[src/rtl/shiftreg_sequencer.sv]
// Serial shift-register chain driver: shifts a word out on sdo with a divided
// sclk while capturing sdi, then strobes load and reports the captured word.
module shiftreg_sequencer #(
    parameter int DATA_WIDTH = 32,
    parameter int DIV_WIDTH  = 4,
    parameter int CNT_WIDTH  = 16
) (
    input  logic                  clk_in,
    input  logic                  rst,
    input  logic [DIV_WIDTH-1:0]  div,
    input  logic                  start,
    input  logic [DATA_WIDTH-1:0] din,
    input  logic                  sdi,
    output logic                  sclk,
    output logic                  sdo,
    output logic                  load,
    output logic [DATA_WIDTH-1:0] dout,
    output logic                  busy,
    output logic                  done
);

    localparam int IDX_WIDTH = (DATA_WIDTH > 1) ? $clog2(DATA_WIDTH) : 1;
    localparam int unsigned MAX_DIV = CNT_WIDTH - 1;
    localparam logic [IDX_WIDTH-1:0] LAST_IDX = IDX_WIDTH'(DATA_WIDTH - 1);
    localparam logic [CNT_WIDTH-1:0] CNT_ONE  = CNT_WIDTH'(1);

    typedef enum logic [2:0] {
        IDLE     = 3'd0,
        SHIFT_LO = 3'd1,
        SHIFT_HI = 3'd2,
        LOAD     = 3'd3,
        DONE     = 3'd4
    } state_t;

    state_t                state_r;
    logic [DIV_WIDTH-1:0]  div_r;
    logic [CNT_WIDTH-1:0]  cnt_r;
    logic [IDX_WIDTH-1:0]  idx_r;
    logic [DATA_WIDTH-1:0] tx_r;
    logic [DATA_WIDTH-1:0] rx_r;

    logic [CNT_WIDTH-1:0]  half_max_s;
    logic                  half_end_s;
    logic [DATA_WIDTH-1:0] tx_next_s;

    // Each phase lasts 2**div_r cycles; the clamp on div_r keeps this in range.
    assign half_max_s = (CNT_ONE << div_r) - CNT_ONE;
    assign half_end_s = (cnt_r == half_max_s);
    assign tx_next_s  = tx_r << 1;

    // Sequencer state, phase timing, shift registers and registered outputs.
    always_ff @(posedge clk_in) begin
        if (rst) begin
            state_r <= IDLE;
            div_r   <= '0;
            cnt_r   <= '0;
            idx_r   <= '0;
            tx_r    <= '0;
            rx_r    <= '0;
            sclk    <= 1'b0;
            sdo     <= 1'b0;
            load    <= 1'b0;
            dout    <= '0;
            busy    <= 1'b0;
            done    <= 1'b0;
        end else begin
            case (state_r)
                IDLE: begin
                    done <= 1'b0;
                    if (start) begin
                        if (32'(div) > MAX_DIV) begin
                            div_r <= DIV_WIDTH'(MAX_DIV);
                        end else begin
                            div_r <= div;
                        end
                        tx_r    <= din;
                        rx_r    <= '0;
                        cnt_r   <= '0;
                        idx_r   <= '0;
                        sclk    <= 1'b0;
                        sdo     <= din[DATA_WIDTH-1];
                        load    <= 1'b0;
                        busy    <= 1'b1;
                        state_r <= SHIFT_LO;
                    end
                end
                SHIFT_LO: begin
                    if (half_end_s) begin
                        cnt_r   <= '0;
                        sclk    <= 1'b1;
                        // Capture sdi on the sclk rising edge.
                        rx_r    <= DATA_WIDTH'({rx_r, sdi});
                        state_r <= SHIFT_HI;
                    end else begin
                        cnt_r <= cnt_r + CNT_ONE;
                    end
                end
                SHIFT_HI: begin
                    if (half_end_s) begin
                        cnt_r <= '0;
                        sclk  <= 1'b0;
                        if (idx_r == LAST_IDX) begin
                            sdo     <= 1'b0;
                            load    <= 1'b1;
                            state_r <= LOAD;
                        end else begin
                            tx_r    <= tx_next_s;
                            sdo     <= tx_next_s[DATA_WIDTH-1];
                            idx_r   <= idx_r + IDX_WIDTH'(1);
                            state_r <= SHIFT_LO;
                        end
                    end else begin
                        cnt_r <= cnt_r + CNT_ONE;
                    end
                end
                LOAD: begin
                    if (half_end_s) begin
                        cnt_r   <= '0;
                        load    <= 1'b0;
                        dout    <= rx_r;
                        done    <= 1'b1;
                        state_r <= DONE;
                    end else begin
                        cnt_r <= cnt_r + CNT_ONE;
                    end
                end
                DONE: begin
                    done    <= 1'b0;
                    busy    <= 1'b0;
                    state_r <= IDLE;
                end
                default: begin
                    state_r <= IDLE;
                    sclk    <= 1'b0;
                    sdo     <= 1'b0;
                    load    <= 1'b0;
                    busy    <= 1'b0;
                    done    <= 1'b0;
                end
            endcase
        end
    end

endmodule

[config.mk]
export PLATFORM = sky130hd
export DESIGN_NAME = shiftreg_sequencer
export DESIGN_NICKNAME = d
export VERILOG_FILES = /design/src/rtl/shiftreg_sequencer.sv
export SDC_FILE = /design/constraint.sdc
export NUM_CORES = 1
export LEC_CHECK = 0
export BUFFER_PORTS_ARGS = -buffer_cell sky130_fd_sc_hd__buf_2
export CORE_ASPECT_RATIO = 0.75
export CORE_MARGIN = 1.5
export CORE_UTILIZATION = 40
export CTS_CLUSTER_SIZE = 8
export DETAILED_ROUTE_END_ITERATION = 7
export GPL_TIMING_DRIVEN = 1
export SLEW_MARGIN = 20
export SYNTH_ARGS = -nofsm -noshare
export SYNTH_HDL_FRONTEND = slang
export SYNTH_SLANG_ARGS = --single-unit
[constraint.sdc]
create_clock -name clk_in -period 5.7 [get_ports clk_in]
set_clock_uncertainty 0.1 [all_clocks]
set_input_delay 0.285 -clock clk_in [delete_from_list [all_inputs] [get_ports clk_in]]
set_output_delay 0.285 -clock clk_in [all_outputs]
set_load 0.05 [all_outputs]
==> results by group, run 1 <==
Power
  – Max rail drop VDD: 0.1916 mV
  – Logic gate share of total power: between 10% and 20%
  – Leakage: 3.020 nW
  – Clock share of power: around 47%
  – Power per standard cell area: between 300 and 400 nW/um2
  – Switch Pwr: about 0.00058 W
  – Reg power frac: slightly above 40%
  – Net Sw Frac: between 20% and 30%
  – Int Power: between 0.0015 and 0.002 W

Yosys
  – Flops & latches, synth: between 100 and 150
  – Syn Nets: ~720
  – Top cell type's share of synthesized area: 38.97%
  – Register area share after synthesis: 38.97%
  – Synth Flop Type: dfxtp_1
  – Largest family of logic cells by synthesized area: simple AND/OR/NAND/NOR gates
  – Synth Area in Simple Gates: between 20 and 25%
  – Mux share of post-synthesis cell area: 10.35%
  – Syn. warnings: 0
  – Synth Area in XOR/XNOR: 1.066%
  – Post-synth EDFFs: 0
  – Compound-Gate Fraction of Synth Area: between 15 and 20%
  – Ranking of synthesized cells by area: dfxtp_1, mux2i_1, nand2b_1
  – Post-Synth Adder-Cell Area: less than 1%
  – Cell accounting for the most synthesized area: dfxtp_1
  – Async SR Flop Fraction: 0%
  – Syn_area_per_cell: slightly below 10 um2
  – Synth Instances: a little under 700
  – Distinct cell type count after synthesis: 69
  – Synthesized area: approximately 6600 um2

Critical path
  – Setup crit start: div_r[2]
  – Startpoint Class: flip-flop
  – RR Endpoint: tx_r[4]
  – Critical path arrival: 4.79 ns
  – Worst Reg-to-Reg Cells: 11
  – Crit. End Element: flip-flop
  – R2R setup slack: about 1.1 ns
  – CP Max Fanout: 23
  – Worst flop-to-flop path startpoint: div_r[2]
  – Slowest cell on the critical path: dfxtp_1
  – Worst Path Required: just under 6 ns
  – Max stage delay on crit path: about 0.88 ns
  – Cells along the critical path: nor2_1 > nand3b_1 > ha_1 > nor4b_4 > a211oi_2 > or4_1 > nor3_2 > and4_1 > buf_4 > nor3_1 > a211oi_1
  – Worst setup path end: tx_r[4]
  – CP Class: reg -> reg

STA
  – Max_slew headroom: approximately 38%
  – Fin. max-slew vios: 0
  – Sum Neg Setup Slack: 0 ns
  – Fin crit share: around 80%
  – Fin. Hold Viols: 0
  – RSZ-0062 raised after global routing: false
  – Min cycle time layout: 4.559 ns
  – Final WS setup: 1.141 ns
  – Slew @ Worst Pin: about 0.93 ns
  – Peak Freq: around 0.22 GHz
  – Final setup violation count: 0

Run
  – Maxcap violations: 0

GRT
  – First-pass GRT wire length: between 20000 and 25000 um
  – Initial antenna violation count: 0
  – Tot GR Track Use: a little under a fifth
  – Grt ovf: 0
  – Largest net degree at the start of global routing: just over 80
  – Vias in the first global route: 5035

Cells and area
  – # fillers: roughly 1500
  – Multi-input logic area: between 3000 and 4000 um2
  – Nets: roughly 770
  – Share of cells above drive strength 1: between 20% and 30%
  – Ant diodes: 0
  – Register area: ~2600 um2
  – P&R area growth vs syn: 14.86%

Placement
  – Estimated wirelength of the detail-placed design: roughly 10000 um
  – Worst slack at placement: 1.188 ns
  – GPL Wtd Cong: approximately 0.87
  – Port-buffer cells: 76

Floorplanning
  – Boundary Pins: a little under 80
  – Die Wd: about 150 um
  – DIE HEIGHT: around 110 um
  – Initial Util: 40.93%
  – Core area: around 16000 um2
  – Die area: between 15000 and 20000 um2
  – Site Rows: 40

Routing
  – Wire per inst: about 16 um
  – Routed vias: approximately 5200
  – Drt drc: 0
  – Starting DRT DRC Count: 338
  – DRT Pass-1 Iters: 4
  – DR vias/cell: around 5.5
  – Routed Antenna Nets: 0
  – Drt total wl: about 15000 um

CTS
  – Longest Clk Path Bufs: 2
  – Clock Latency Late Sink: approximately 0.42 ns
  – CTS Sinks: 128
  – CTS buffer count: 17
  – Clock Pin Slew Worst Setup and Hold Paths: 0.06 ns
  – Htree depth: 4
  – CTS root buf: clkbuf_16
  – CTS tree: yes

Hold path
  – Min-Delay Path Class: in -> reg

Status
  – Status: finished, final reports clean
final cells by class:
type	instances	share of cell area (%)
inverter	9	0.4473
multi-input combinational	480	47.95
clock inverter	10	1.789
sequential	128	33.93
clock buffer	22	6.146
timing repair buffer	87	6.262
tap	210	3.479
timing repair:
item	CTS	global route
hold endpoints to repair	3	0
resized for setup	0	0
setup buffers	0	0
hold buffers	3	0
setup endpoints to repair	0	0
metal layers:
metal	up-vias	global-route usage, %	part of all wire, %
met4	0	5.631	0.95
met5	-	0	0
met1	2477	25.39	50
met3	10	5.400	5.8
met2	119	26.61	43
li1	2576	-	-
stage by stage:
stage | hold slack [ns] | instances | power (W) | utilization [%] | instance area, um2
2_1_floorplan | 0.3105 | 673 | 0.001188 | - | 6575
3_3_place_gp | 0.3515 | 911 | 0.001230 | 43.09 | 6923
3_5_place_dp | 0.3485 | 911 | 0.001239 | 43.09 | 6923
4_1_cts | 0.004936 | 946 | 0.002348 | 47.01 | 7552
5_1_grt | 0.03105 | 946 | 0.002417 | 47.01 | 7552
6_report | 0.01501 | 946 | 0.002323 | 47.01 | 7552
Yosys cell counts, types with 3 or more instances:
cell / number
buf_6: 16
o211ai_1: 3
o21bai_1: 4
nor3_1: 40
o21ai_0: 6
mux2i_1: 68
buf_2: 6
xnor2_1: 6
or4_1: 3
a22o_1: 35
nand2_1: 32
clkbuf_1: 22
a211oi_2: 27
nand2b_1: 71
and3_1: 11
and2_1: 6
nor2b_1: 7
nor2_1: 24
or3_1: 6
o211a_1: 3
nor4b_1: 3
a211oi_1: 10
ha_1: 4
or2_2: 4
buf_4: 8
nand3_1: 13
a21o_1: 4
nor4_1: 6
a21oi_1: 20
buf_1: 4
nand4_1: 4
and4_1: 3
dfxtp_1: 128
inv_1: 9
a31oi_1: 11
cell families after synthesis:
kind of cell / after synthesis
muxes: 68
adders and majority gates: 4
and+or+nand+nor: 251
AOI/OAI and AO/OA: 149
xor gates and xnor gates: 8
buffers and inverters: 65
DFF: 128
cell usage in the layout (no fill, tap or decap), types with 4 or more instances in the layout:
cell | synthesis | final
o21bai_1 | 4 | 4
a21oi_1 | 20 | 20
or2_2 | 4 | 4
ha_1 | 4 | 4
a31oi_1 | 11 | 11
nor4_1 | 6 | 6
buf_4 | 8 | 9
nand2_1 | 32 | 32
a21o_1 | 4 | 4
mux2i_1 | 68 | 68
nor3_1 | 40 | 38
xnor2_1 | 6 | 6
nand4_1 | 4 | 4
inv_1 | 9 | 9
dfxtp_1 | 128 | 128
clkbuf_16 | 0 | 17
a211oi_1 | 10 | 10
or3_1 | 6 | 6
and2_1 | 6 | 6
nor2b_1 | 7 | 7
a22o_1 | 35 | 35
nor2_1 | 24 | 24
and3_1 | 11 | 11
a211oi_2 | 27 | 27
o21ai_0 | 6 | 6
clkinv_2 | 0 | 4
buf_2 | 6 | 75
nand2b_1 | 71 | 71
nand3_1 | 13 | 13
critical path, delay by kind of cell (launching register included):
family | cells | cell delay [ns]
and+or+nand+nor | 7 | 2.14
DFF | 1 | 0.88
adders and majority gates | 1 | 0.68
buffers and inverters | 1 | 0.35
AOI/OAI and AO/OA | 2 | 0.32
power groups by stage:
stage | sequential [W] | clock (W) | combinational [W]
after global placement | 0.000970 | 0 | 0.000260
after floorplan | 0.000961 | 0 | 0.000227
after CTS | 0.000952 | 0.00112 | 0.000271
after global routing | 0.000956 | 0.00116 | 0.000299
final | 0.000953 | 0.00110 | 0.000271
after detailed placement | 0.000971 | 0 | 0.000268
flip-flops by register name (all words and copies together), names as in the netlist:
register,flops
dout,32
rx_r,32
tx_r,31
cnt_r,16
idx_r,5
div_r,4
state_r,3
busy,1
done,1
load,1
sclk,1
sdo,1
how the worst min path moves through the flow:
| stage | start | to | slack [ns] | cells past startpoint |
|---|---|---|---|---|
| 6_report | din[0] | tx_r[0] | 0.02 | 3 |
| 5_1_grt | div[2] | div_r[2] | 0.03 | 3 |
| 4_1_cts | div[3] | div_r[3] | 0.005 | 3 |
| 3_5_place_dp | done | done | 0.35 | 2 |
| 3_3_place_gp | done | done | 0.35 | 2 |
| 2_1_floorplan | sdi | rx_r[0] | 0.31 | 1 |
(Power assumes the default switching activity.)
==> run 2: changes to the inputs <==
- clock period: 5.7 -> 3.8 ns (I/O delays scaled with it)
==> results by group, run 2 (synthesis gave the netlist of run 1 again) <==
GRT
  – Global route hottest layer: met2
  – Tot GR Track Use: between 10% and 20%
  – First-pass GRT wire length: 24900 um
  – Grt ovf: 0
  – Met2 GRT Util: about 28%
  – Largest net degree at the start of global routing: 66
  – GR Util met1: approximately a quarter
  – Initial antenna violation count: 0
  – Vias in the first global route: ~5100
  – Met3 Use GR: 5.960%

Placement
  – Worst slack at placement: 0.2331 ns
  – Port-buffer cells: 76
  – Estimated wirelength of the detail-placed design: 10040 um
  – Placed Area: 7068 um2
  – GPL Wtd Cong: between 0.8 and 0.9

Power
  – Clock share of power: 45.8%
  – Int Power: roughly 0.0026 W
  – Reg power frac: slightly above 40%
  – Max rail drop VDD: between 0.3 and 0.4 mV
  – Logic gate share of total power: approximately an eighth
  – Leakage: ~3.1 nW
  – Net Sw Frac: between 20% and 30%
  – Switch Pwr: 0.0008646 W
  – Power per standard cell area: 444.5 nW/um2

Routing
  – DRT Pass-1 Iters: 5
  – Wire per inst: around 16 um
  – Drt drc: 0
  – Starting DRT DRC Count: just under 300
  – Drt total wl: around 15000 um
  – Routed vias: between 5000 and 6000
  – DR vias/cell: 5.477
  – Routed Antenna Nets: 0

CTS
  – Clock Pin Slew Worst Setup and Hold Paths: 0.06 ns
  – Htree depth: 4
  – CTS root buf: clkbuf_16
  – Post-CTS repair timing setup buffer count: 0
  – CTS tree: yes
  – CTS Sinks: 128
  – Clock Latency Late Sink: 0.41 ns
  – Longest Clk Path Bufs: 2
  – CTS buffer count: 17

Cells and area
  – Fin util: between 40% and 50%
  – Largest regs: dout (32), rx_r (32), tx_r (31)
  – Commonest non-fill, non-tap cells in the layout: dfxtp_1, buf_2, nand2b_1, mux2i_1, nor3_1
  – Fin area: between 7000 and 8000 um2
  – Nets: about 800
  – Register area: roughly 2600 um2
  – Share of cells above drive strength 1: 23.63%
  – Multi-input logic area: between 3000 and 4000 um2
  – Ant diodes: 0
  – Commonest non-fill, non-tap cell in the layout: dfxtp_1
  – # fillers: 1462
  – P&R area growth vs syn: 17.11%

Hold path
  – Min-Delay Path Class: in -> reg

STA
  – Fin crit share: between 90% and 100%
  – Sum Neg Setup Slack: 0 ns
  – Fin. Hold Viols: 0
  – Final setup violation count: 0
  – RSZ-0062 raised after global routing: false
  – Fin. max-slew vios: 0
  – Max_slew headroom: between 40% and 50%
  – Slew @ Worst Pin: about 0.76 ns
  – Final WS setup: between 0.2 and 0.25 ns
  – Min cycle time layout: about 3.6 ns
  – Peak Freq: ~0.28 GHz

Floorplanning
  – Initial Util: around 41%
  – Boundary Pins: 77
  – Core area: about 16000 um2
  – Die area: about 17000 um2
  – Site Rows: 40
  – DIE HEIGHT: around 110 um
  – Die Wd: between 150 and 200 um

Critical path
  – CP Max Fanout: 32
  – Worst Path Required: 4.00 ns
  – Crit. End Element: flip-flop
  – Critical path arrival: between 3 and 4 ns
  – CP Class: reg -> reg
  – Startpoint Class: flip-flop

Status
  – Status: finished, final reports clean

Run
  – Maxcap violations: 0
==> run 2: cell count changes in the layout (fill, tap and decap cells not counted), sizes merged <==
cell / change
bufinv: -1
clkinv: +2
buf: +11
clkbuf: -2
dlygate4sd3: +3
==> run 2: through the flow <==
stage | hold slack [ns] | instances | total power, W
floorplan | 0.2155 | 673 | 0.001782
global placement | 0.3055 | 922 | 0.001859
detailed placement | 0.3068 | 922 | 0.001874
CTS | 0.01295 | 959 | 0.003454
global route | 0.03674 | 959 | 0.003558
finish | 0.03551 | 959 | 0.003423
==> run 2: layer usage <==
metal / wire length (um) / up-vias
met5: 0 / -
li1: - / 2601
met1: 7420 / 2527
met2: 6718 / 116
met4: 104 / 0
met3: 892 / 8
==> run 2: what timing repair did <==
item                      CTS  global route
hold endpoints to repair    6             0
gates resized for setup     0             0
hold buffers                6             0
==> run 2: power groups by stage <==
stage | logic [W] | registers [W] | clock network (W)
global route | 0.000483 | 0.00142 | 0.00166
floorplan | 0.000340 | 0.00144 | 0
global placement | 0.000420 | 0.00144 | 0
CTS | 0.000439 | 0.00141 | 0.00160
finish | 0.000441 | 0.00141 | 0.00157
detailed placement | 0.000433 | 0.00144 | 0
==> run 2: cell type report <==
cell class | instances | area share (%)
inverter | 9 | 0.4387
sequential | 128 | 33.28
tap | 210 | 3.412
clock inverter | 11 | 1.495
clock buffer | 20 | 5.931
timing repair buffer | 101 | 8.417
multi-input combinational | 480 | 47.03
==> run 2: final timing paths <==
kind | depth (start not counted) | slack (ns) | endpoint | start
worst min-delay path | 3 | 0.04 | tx_r[2] | din[2]
worst max register to register | 11 | 0.20 | rx_r[28] | div_r[3]
worst min register to register | 2 | 0.37 | done | done
worst max-delay path | 11 | 0.20 | rx_r[28] | div_r[3]
==> run 2: worst max-delay path, stage by stage, from the launching register on <==
cell	delay (ns)
dfxtp_1	0.32
or4_1	0.53
ha_1	0.31
buf_4	0.20
and2_1	0.16
o21ai_0	0.19
a211oi_1	0.18
or4b_1	0.60
o41ai_2	0.32
a21oi_2	0.13
buf_12	0.20
a22o_1	0.24
==> run 3: changes to the inputs <==
- CORE_MARGIN: 1.5 -> 5
==> results by group, run 3 (synthesis gave the netlist of run 1 again) <==
Cells and area
  – Largest regs: dout (32), rx_r (32), tx_r (31)
  – Ant diodes: 0
  – Nets: slightly below 800
  – Share of cells above drive strength 1: between 20% and 30%
  – P&R area growth vs syn: 15.91%
  – Commonest non-fill, non-tap cells in the layout: dfxtp_1, buf_2, nand2b_1, mux2i_1, nor3_1
  – # fillers: ~1500
  – Commonest non-fill, non-tap cell in the layout: dfxtp_1

CTS
  – CTS Sinks: 128
  – CTS root buf: clkbuf_16
  – Clock Pin Slew Worst Setup and Hold Paths: about 0.05 ns
  – Clock Latency Late Sink: approximately 0.41 ns
  – CTS buffer count: 17
  – Longest Clk Path Bufs: 2
  – Htree depth: 4
  – Post-CTS repair timing setup buffer count: 0
  – CTS tree: yes

Critical path
  – Startpoint Class: flip-flop
  – R2R setup slack: approximately 0.21 ns
  – RR Endpoint: rx_r[7]
  – Crit. End Element: flip-flop
  – Worst Reg-to-Reg Cells: 11
  – Critical path arrival: about 3.8 ns
  – CP Class: reg -> reg
  – Worst flop-to-flop path startpoint: div_r[3]
  – CP Max Fanout: 32
  – Worst Path Required: roughly 4.0 ns

STA
  – RSZ-0062 raised after global routing: false
  – Fin crit share: 94.52%
  – Max_slew headroom: 50.78%
  – Fin. max-slew vios: 0
  – Final setup violation count: 0
  – Min cycle time layout: 3.592 ns
  – Fin. Hold Viols: 0
  – Sum Neg Setup Slack: 0 ns
  – Peak Freq: 0.2784 GHz
  – Slew @ Worst Pin: 0.7373 ns
  – Hold WS: roughly 0.024 ns

Hold path
  – Min-Delay Path Class: in -> reg
  – Min-Delay Path Depth: 3
  – Hold wc startpoint: din[2]
  – Worst Hold End: tx_r[2]

Floorplanning
  – Initial Util: slightly above 40%
  – Boundary Pins: between 70 and 80
  – Die area: approximately 19000 um2
  – DIE HEIGHT: 121.0 um
  – Core area: ~16000 um2
  – Site Rows: 40
  – Die Wd: 158.0 um

Routing
  – Routed vias: ~5300
  – DRT Pass-1 Iters: 5
  – DR vias/cell: approximately 5.6
  – Drt drc: 0
  – Wire per inst: about 16 um
  – Drt total wl: ~15000 um
  – Routed Antenna Nets: 0
  – Starting DRT DRC Count: around 370

GRT
  – Tot GR Track Use: 16.52%
  – First-pass GRT wire length: about 26000 um
  – Initial antenna violation count: 1
  – Largest net degree at the start of global routing: 66
  – Grt ovf: 0
  – Vias in the first global route: ~5200

Power
  – Max rail drop VDD: around 0.34 mV
  – Leakage: 3.050 nW
  – Power per standard cell area: roughly 440 nW/um2

Placement
  – Port-buffer cells: 76
  – GPL Wtd Cong: approximately 0.82
  – Estimated wirelength of the detail-placed design: a little over 10000 um

Run
  – Maxcap violations: 0

Status
  – Status: finished, final reports clean
==> run 3: cell count changes in the layout (fill, tap and decap cells not counted), sizes merged <==
cell / delta
buf: -3
clkinvlp: +1
bufinv: -1
clkinv: -4
clkbuf: +1
==> run 3: final cells by class <==
type	count	area [um2]	area share, %
multi-input combinational	480	3623	47.55
sequential	128	2562	33.62
timing repair buffer	98	613.1	8.045
clock buffer	21	460.4	6.042
tap	210	262.8	3.448
clock inverter	7	65.06	0.8537
inverter	9	33.78	0.4433
==> run 3: worst max-delay path, stage by stage (launching register included) <==
cell and delay (ns):
dfxtp_1 0.31, or4_1 0.52, ha_2 0.31, buf_4 0.20, nor4b_4 0.28, a211oi_2 0.11, o2bb2ai_4 0.21, or4b_1 0.49
o41ai_2 0.31, a21oi_2 0.09, buf_4 0.27, a22o_1 0.27
==> run 3: layer usage <==
metal | GRT usage, % | vias to the layer above | part of all wire [%]
li1 | - | 2601 | -
met1 | 22.13 | 2564 | 47
met2 | 25.19 | 117 | 46
met3 | 5.918 | 18 | 5.8
met4 | 4.529 | 2 | 0.92
met5 | 0 | - | 0.046
==> run 3: how the worst max path moves through the flow <==
stage,from,to,slack [ns],cells after the start
3_5_place_dp,div_r[3],rx_r[10],0.08,11
4_1_cts,div_r[3],rx_r[7],0.06,11
6_report,div_r[3],rx_r[7],0.21,11
5_1_grt,div_r[2],dout[10],0.008,11
2_1_floorplan,div_r[3],rx_r[10],0.19,14
3_3_place_gp,div_r[3],rx_r[10],0.18,11
==> run 3: through the flow <==
stage / power, W / setup slack [ns] / utilization, % / area, um2 / std cells
2_1_floorplan: 0.001782 / 0.1891 / - / 6575 / 673
3_3_place_gp: 0.001850 / 0.1786 / 43.78 / 7033 / 919
3_5_place_dp: 0.001868 / 0.07959 / 43.78 / 7033 / 919
4_1_cts: 0.003354 / 0.06456 / 47.42 / 7619 / 953
5_1_grt: 0.003459 / 0.008356 / 47.44 / 7621 / 953
6_report: 0.003322 / 0.2082 / 47.44 / 7621 / 953
==> run 3: where the power goes <==
group	internal, W	switching (W)
registers	0.00138	0.0000313
logic	0.000181	0.000254
clock network	0.000912	0.000561
==> run 3: what timing repair did <==
item / CTS / global route
hold endpoints to repair: 6 / 0
hold buffers: 6 / 0
resized for setup: 0 / 1
endpoints found under the setup margin: 0 / 98
